===== config.mk =====
export PLATFORM = sky130hd
export DESIGN_NAME = fifo_rd_packer
export DESIGN_NICKNAME = d
export VERILOG_FILES = /design/src/rtl/fifo_rd_packer_pkg.sv /design/src/rtl/pack_out_reg.sv /design/src/rtl/fifo_rd_packer.sv
export SDC_FILE = /design/constraint.sdc
export NUM_CORES = 1
export LEC_CHECK = 0
export ABC_AREA = 1
export BUFFER_PORTS_ARGS = -buffer_cell sky130_fd_sc_hd__buf_2
export CORE_MARGIN = 10
export CORE_UTILIZATION = 40
export CTS_CLUSTER_DIAMETER = 150
export DETAILED_ROUTE_END_ITERATION = 10
export GPL_TIMING_DRIVEN = 0
export PLACE_DENSITY = 0.69
export SLEW_MARGIN = 5
export SYNTH_ARGS = -nofsm -noshare
export SYNTH_HDL_FRONTEND = slang
export SYNTH_HIERARCHICAL = 1
export SYNTH_SLANG_ARGS = --single-unit

===== constraint.sdc =====
create_clock -name rd_clk -period 7.8 [get_ports rd_clk]
set_clock_uncertainty 0.15 [all_clocks]
set_input_delay 0.78 -clock rd_clk [delete_from_list [all_inputs] [get_ports rd_clk]]
set_output_delay 0.78 -clock rd_clk [all_outputs]
set_load 0.01 [all_outputs]

===== src/rtl/fifo_rd_packer_pkg.sv =====
// Shared types and defaults for the FIFO read-side byte packer.
package fifo_rd_packer_pkg;
  typedef enum logic {FILL = 1'b0, FLUSH = 1'b1} state_t;

  localparam int DEF_DATA_W = 8;
  localparam int DEF_PACK   = 4;
endpackage


===== src/rtl/pack_out_reg.sv =====
// Output holding register for packed words with a valid/ready handshake.
module pack_out_reg #(
  parameter int DATA_W = 8,
  parameter int PACK   = 4
) (
  input  logic                   rd_clk,
  input  logic                   rst_n,
  input  logic                   load,
  input  logic [DATA_W*PACK-1:0] load_data,
  input  logic [PACK-1:0]        load_keep,
  input  logic                   out_ready,
  output logic                   out_valid,
  output logic [DATA_W*PACK-1:0] out_data,
  output logic [PACK-1:0]        out_keep,
  output logic                   free
);
  // Free when empty or being drained this cycle, so a new word can follow with no bubble.
  assign free = !out_valid || out_ready;

  always_ff @(posedge rd_clk or negedge rst_n) begin
    if (!rst_n) begin
      out_valid <= 1'b0;
      out_data  <= '0;
      out_keep  <= '0;
    end else if (load) begin
      out_valid <= 1'b1;
      out_data  <= load_data;
      out_keep  <= load_keep;
    end else if (out_ready) begin
      out_valid <= 1'b0;
    end
  end
endmodule


===== src/rtl/fifo_rd_packer.sv =====
// Pops DATA_W words from an async FIFO read port and packs PACK of them per output word.
module fifo_rd_packer
  import fifo_rd_packer_pkg::*;
#(
  parameter int DATA_W = DEF_DATA_W,
  parameter int PACK   = DEF_PACK
) (
  input  logic                   rd_clk,
  input  logic                   rst_n,
  input  logic                   fifo_empty,
  output logic                   fifo_rd_en,
  input  logic [DATA_W-1:0]      fifo_dout,
  input  logic                   flush,
  output logic                   out_valid,
  input  logic                   out_ready,
  output logic [DATA_W*PACK-1:0] out_data,
  output logic [PACK-1:0]        out_keep
);
  localparam int CW = $clog2(PACK + 1);
  localparam logic [CW-1:0] FULL = CW'(PACK);

  logic [1:0] rst_sync;
  logic       rst_i_n;
  state_t     state;
  logic [CW-1:0] byte_cnt, cnt_nxt;
  logic          inflight;
  logic [PACK-1:0][DATA_W-1:0] lanes, lanes_nxt, word_nxt;
  logic [PACK-1:0] keep_nxt;
  logic out_free, load;

  // Assert asynchronously, release on rd_clk.
  always_ff @(posedge rd_clk or negedge rst_n) begin
    if (!rst_n) rst_sync <= '0;
    else        rst_sync <= {rst_sync[0], 1'b1};
  end
  assign rst_i_n = rst_sync[1];

  // Lane view after this cycle's capture; lanes beyond the fill count are zeroed on output.
  always_comb begin
    cnt_nxt   = byte_cnt + CW'(inflight);
    lanes_nxt = lanes;
    keep_nxt  = '0;
    word_nxt  = '0;
    for (int i = 0; i < PACK; i++) begin
      if (inflight && byte_cnt == CW'(i)) lanes_nxt[i] = fifo_dout;
      keep_nxt[i] = CW'(i) < cnt_nxt;
      word_nxt[i] = keep_nxt[i] ? lanes_nxt[i] : '0;
    end
  end

  assign load = out_free &&
                ((state == FILL  && cnt_nxt == FULL) ||
                 (state == FLUSH && cnt_nxt != '0));

  // A read is allowed at exactly PACK only when that word leaves this cycle.
  assign fifo_rd_en = rst_i_n && state == FILL && !fifo_empty &&
                      (cnt_nxt < FULL || (cnt_nxt == FULL && out_free));

  always_ff @(posedge rd_clk or negedge rst_i_n) begin
    if (!rst_i_n) begin
      state    <= FILL;
      byte_cnt <= '0;
      inflight <= 1'b0;
      lanes    <= '0;
    end else begin
      inflight <= fifo_rd_en;
      lanes    <= lanes_nxt;
      byte_cnt <= load ? '0 : cnt_nxt;
      case (state)
        FILL:    if (flush && !load) state <= FLUSH;
        FLUSH:   if (load || cnt_nxt == '0) state <= FILL;
        default: state <= FILL;
      endcase
    end
  end

  pack_out_reg #(.DATA_W(DATA_W), .PACK(PACK)) u_out (
    .rd_clk    (rd_clk),
    .rst_n     (rst_i_n),
    .load      (load),
    .load_data (word_nxt),
    .load_keep (keep_nxt),
    .out_ready (out_ready),
    .out_valid (out_valid),
    .out_data  (out_data),
    .out_keep  (out_keep),
    .free      (out_free)
  );
endmodule


Word-level counts from Yosys, hierarchy flattened. Cells that the tools add are included.

Word-level logic and storage cells: 59. Bits in registers: 76. Output and inout bits: 38.

Equal/unequal tests: 4. Multiplexer cells: 14. Order comparisons: 5. Reduce and logical (&&, ||, !) cells: 23. Add/sub/neg operators: 1. Bitwise gates (word level): 1.

Operator list (count): 8-bit two-way mux (8); 1-bit logical AND (12); 3-bit by 2-bit equality test with 1-bit output, second input constant (2); 3-bit zero test (2); 1-bit by 3-bit less-than comparator with 1-bit output, first input constant (2); 2-bit by 3-bit less-than comparator with 1-bit output, first input constant (2); 1-bit logical OR (4); 1-bit two-way mux (4); 3-bit by 1-bit adder with 3-bit output (1); 3-bit by 1-bit equality test with 1-bit output, second input constant (1); 3-bit equality test, second input constant (1); 1-bit zero test (3); 3-bit less-than comparator, second input constant (1); 3-bit two-way mux (1); 3-bit nonzero test (1); 1-bit case mux with 2 select lines (1); 2-bit nonzero test (1); 1-bit inverter (1).

Logic depth before layout (Yosys ltp).
Depth in word-level cells: 9. Mapped depth: 12.

Modules after synthesis. The synthesis kept the hierarchy.

Modules (own cells, without submodules): fifo_rd_packer (cells an instance 290, area each 2112.0 sq um, times used 1); pack_out_reg (cells an instance 156, area each 1447.6 sq um, times used 1).

Least setup slack after synthesis. Ideal clock, no wire load.

Kind: register to output. Start point: register rst_sync[1]. End point: output port fifo_rd_en. Data arrival time: 2324 ps. Slack: 4546 ps. Stages on the path, launching flop included: 3. Cells stage by stage: dfrtp_1 -> nand2_1 -> a21oi_1.

Longest elaborated chain between the ends: 3.

Ends and longest elaborated chain: start: declaration (RTL line fifo_rd_packer.sv:22) `logic [1:0] rst_sync;`; start signal: assignment (RTL line fifo_rd_packer.sv:34) `else rst_sync <= {rst_sync[0], 1'b1};`; 1-bit logical AND (3 in series) (RTL line fifo_rd_packer.sv:56) `assign fifo_rd_en = rst_i_n && state == FILL && !fifo_empty &&`; end: declaration (RTL line fifo_rd_packer.sv:11) `output logic fifo_rd_en,`.

No other way between the ends.

Final worst setup path.
Start point: register byte_cnt[0]. End point: output port fifo_rd_en.

Longest elaborated chain between the ends: 5.

Ends and longest elaborated chain: start: declaration (RTL line fifo_rd_packer.sv:25) `logic [CW-1:0] byte_cnt, cnt_nxt;`; start signal: assignment (RTL line fifo_rd_packer.sv:68) `byte_cnt <= load ? '0 : cnt_nxt;`; 3-bit by 1-bit adder with 3-bit output * (RTL line fifo_rd_packer.sv:40) `cnt_nxt = byte_cnt + CW'(inflight);`; branches (longest 2 deep; another with 3-bit less-than comparator); 1-bit logical OR * (RTL line fifo_rd_packer.sv:57) `(cnt_nxt < FULL || (cnt_nxt == FULL && out_free));`; 1-bit logical AND * (RTL line fifo_rd_packer.sv:56).

Every way passes the cells marked *.

==> flow_summary.toml <==
[outcome]
outcome = "finished, final reports clean"

[synth]
avgSynthCellArea_sq_um = 7.98
synth.top_cells.by_area = "dfrtp_1, nand2_1, inv_1"
async_set_reset_flop_share_out_of_synthesis = 1.00
synth-seq-cells = 76
ys.warnings.count = 6
yosysMostFrequentCell = "nand2_1"
ys_seq_area_frac = 0.534
synth_common_cells = "nand2_1, inv_1, dfrtp_1"
top_cell_type_by_total_area_after_synthesis = "dfrtp_1"
syn-num-nets = 461
synth_edf_count = 0
postSynth.topFlopCell = "dfrtp_1"
netlist_instances = 446
post_synth_num_cell_types = 23
syn-cell-area_sq_um = 3560
synth_top_area_frac = 0.534

[power]
power.ir.vdd_worst_uv = 140
power_per_cell_area_nw_per_um2 = 335
leak_pwr_nw = 2.61

[sta]
layout_worst_path_cycle_share = 0.373
report.final.slew_viol_count = 0
setup_violations = 0
rsz0062_at_grt = "false"
tightest_slew_ns = 0.509
final.setup.tns_ns = 0
hold_viol_final = 0
relSlewSlack = 0.661
period_minus_slack_ns = 2.91
top_achievable_clock_speed_ghz = 0.344

[global_routing]
grtUsageMet1 = 0.158
first_global_vias = 2814
groute.usage.overall = 0.128
gr-usage-met2 = 0.207
grt_busiest_layer = "met2"
grt_remaining_overflow = 0
met3_usage = 0.0320
grt_max_degree = 39
number_of_antenna_violations_at_the_first_check_in_global_routing = 0
grt_pass1_wl_mm = 13.5

[finish]
design.final.nets = 523
fraction_of_layout_instances_using_a_drive_strength_above_1 = 0.211
syn2layout_area_growth_pct = 17.6
layout.core_utilization = 0.482
design_area_sq_um = 4190
antenna-diode-count = 0
finalNonFillerCells = 621

[detailed_routing]
drt-vias-per-instance = 4.41
wl_mm = 7.70
num_vias = 2737
drt.antenna.violating_nets = 0
wl_per_cell_um = 12.4
first_pass_iters = 4
drc = 0
initialDrtViolationCount = 116

[floorplan]
initial_utilization = 0.410
core.rowCount = 34
die_w_um = 114
floorplan.core_area_sq_um = 8680
pin_count = 51
floorplan.die_area_sq_um = 13100
floorplan.die.height_um = 114

[worst_setup_path]
critPathMaxStageDelay_ns = 0.40
reg2reg_setup_slack_ns = 5.48
reg2reg_from = "byte_cnt[0]$_DFF_PN0_"
critical_path.slowest_cell = "dfrtp_1"
critPathMaxFanout = 4
worst_setup_path_start_kind = "flop"
worst-r2r-cell-count = 12
crit_arrival_ns = 1.98
cp.required_ns = 6.87
critical_path.endpoint_type = "output pin"
r2r-end = "u_out/out_data[25]$_DFFE_PN0P_"
critical_path_cell_list = "ha_1 > ha_1 > nor2_1 > nand2_1 > a21oi_1 > buf_2"
critical_path_class = "flop to output pin"
critical_path.most_common_cell = "ha_1"

[placement]
buffer_ports.inserted = 50
finalWeightedCongestion = 0.838
detailed_place_hpwl_mm = 5.74
place_area_sq_um = 3970
place.detailed.instances = 605

[clock_network]
number_of_buffers_between_clock_root_and_the_deepest_sink = 2
cts-resized-gates = 0
post_cts.repair.setup_buffers = 0
cts_sinks = 76
clk_transition_reported_paths_ns = 0.07
clock_tree.htree_level_count = 3
clkLatencyLatePin_ns = 0.35
cts_buffers = 9
hold_buffers = 0
cts_root_buffer = "clkbuf_8"
tritoncts = "yes"

[flow_run]
max-cap-violations = 0

[min_path]
holdCritPathClass = "input pin to asynchronous set/reset pin"
critical path, delay by kind of cell, from the launching register on:
| kind | cells | cell delay [ns] |
|---|---|---|
| adders and majority gates | 2 | 0.57 |
| DFF | 1 | 0.40 |
| and+or+nand+nor | 2 | 0.31 |
| AOI/OAI and AO/OA | 1 | 0.18 |
| buffers and inverters | 1 | 0.17 |
per-layer routing:
| metal | share of wire | wire, um |
|---|---|---|
| met4 | 0.016 | 126 |
| met5 | 0 | 0 |
| met3 | 0.055 | 421 |
| met2 | 0.47 | 3650 |
| met1 | 0.46 | 3500 |
power by group:
part           switching (mW)  leakage, nW  internal (mW)  total (mW)
registers              0.0419         1.00          0.500       0.542
clock network           0.143        0.113          0.187       0.330
logic                   0.344         1.49          0.185       0.528
flip-flops by register name (all words and copies together), names as in the netlist:
signal / flops
lanes: 32
u_out/out_valid: 1
u_out/out_data: 32
byte_cnt: 3
u_out/out_keep: 4
inflight: 1
state: 1
rst_sync: 2
kinds of logic (layout without fill, tap and decap cells):
kind of cell               Yosys count  after routing  synth area share
other                                1              1           0.00105
AOI/OAI and AO/OA                    2              2           0.00598
buffers and inverters              101            168             0.127
and+or+nand+nor                    264            264             0.324
adders and majority gates            2              2           0.00703
DFF                                 76             76             0.534
layout make-up:
| type | count | area, sq um |
|---|---|---|
| fill | 873 | 4490 |
| buffer | 14 | 119 |
| multi-input combinational | 269 | 1200 |
| clock inverter | 5 | 75.1 |
| clock buffer | 11 | 141 |
| sequential | 76 | 1910 |
| timing repair buffer | 51 | 270 |
| tap | 108 | 135 |
| inverter | 87 | 334 |
cell usage in the layout, fill, tap and decap left out:
cell | Yosys | layout
a21oi_4 | 1 | 1
nand3_1 | 8 | 8
nand4_1 | 24 | 24
nor2_4 | 1 | 1
nor2_8 | 1 | 1
clkinv_2 | 0 | 3
nand2_2 | 10 | 10
ha_1 | 2 | 2
inv_2 | 5 | 5
inv_8 | 1 | 1
nand2_4 | 2 | 2
bufinv_16 | 0 | 2
nor2_2 | 1 | 1
nor2_1 | 39 | 39
buf_6 | 3 | 3
buf_4 | 8 | 8
buf_2 | 2 | 52
a21oi_1 | 1 | 1
buf_12 | 0 | 1
dfrtp_4 | 0 | 1
nand2_1 | 173 | 173
buf_8 | 1 | 1
inv_1 | 81 | 81
clkbuf_8 | 0 | 10
clkbuf_1 | 0 | 1
dfrtp_1 | 76 | 75
or2_2 | 1 | 1
conb_1 | 1 | 1
nand3_2 | 4 | 4
how the worst max path moves through the flow:
| stage | end | start | depth (start not counted) | slack (ns) |
|---|---|---|---|---|
| 3_5_place_dp | fifo_rd_en | byte_cnt[0]$_DFF_PN0_ | 6 | 5.25 |
| 5_1_grt | fifo_rd_en | byte_cnt[0]$_DFF_PN0_ | 6 | 4.73 |
| 2_1_floorplan | fifo_rd_en | rst_sync[1]$_DFF_PN0_ | 2 | 4.55 |
| 4_1_cts | fifo_rd_en | byte_cnt[0]$_DFF_PN0_ | 6 | 4.87 |
| 6_report | fifo_rd_en | byte_cnt[0]$_DFF_PN0_ | 6 | 4.89 |
| 3_3_place_gp | fifo_rd_en | rst_sync[1]$_DFF_PN0_ | 3 | 3.84 |
metrics by stage:
step / power (mW) / hold WS (ns) / setup slack [ns]
floorplan: 0.946 / 0.181 / 4.55
global placement: 1.07 / 0.188 / 3.84
detailed placement: 1.09 / 0.169 / 5.25
CTS: 1.42 / 0.0339 / 4.87
global route: 1.52 / 0.0337 / 4.73
finish: 1.40 / 0.0430 / 4.89
Power figures use the tool's default switching activity.
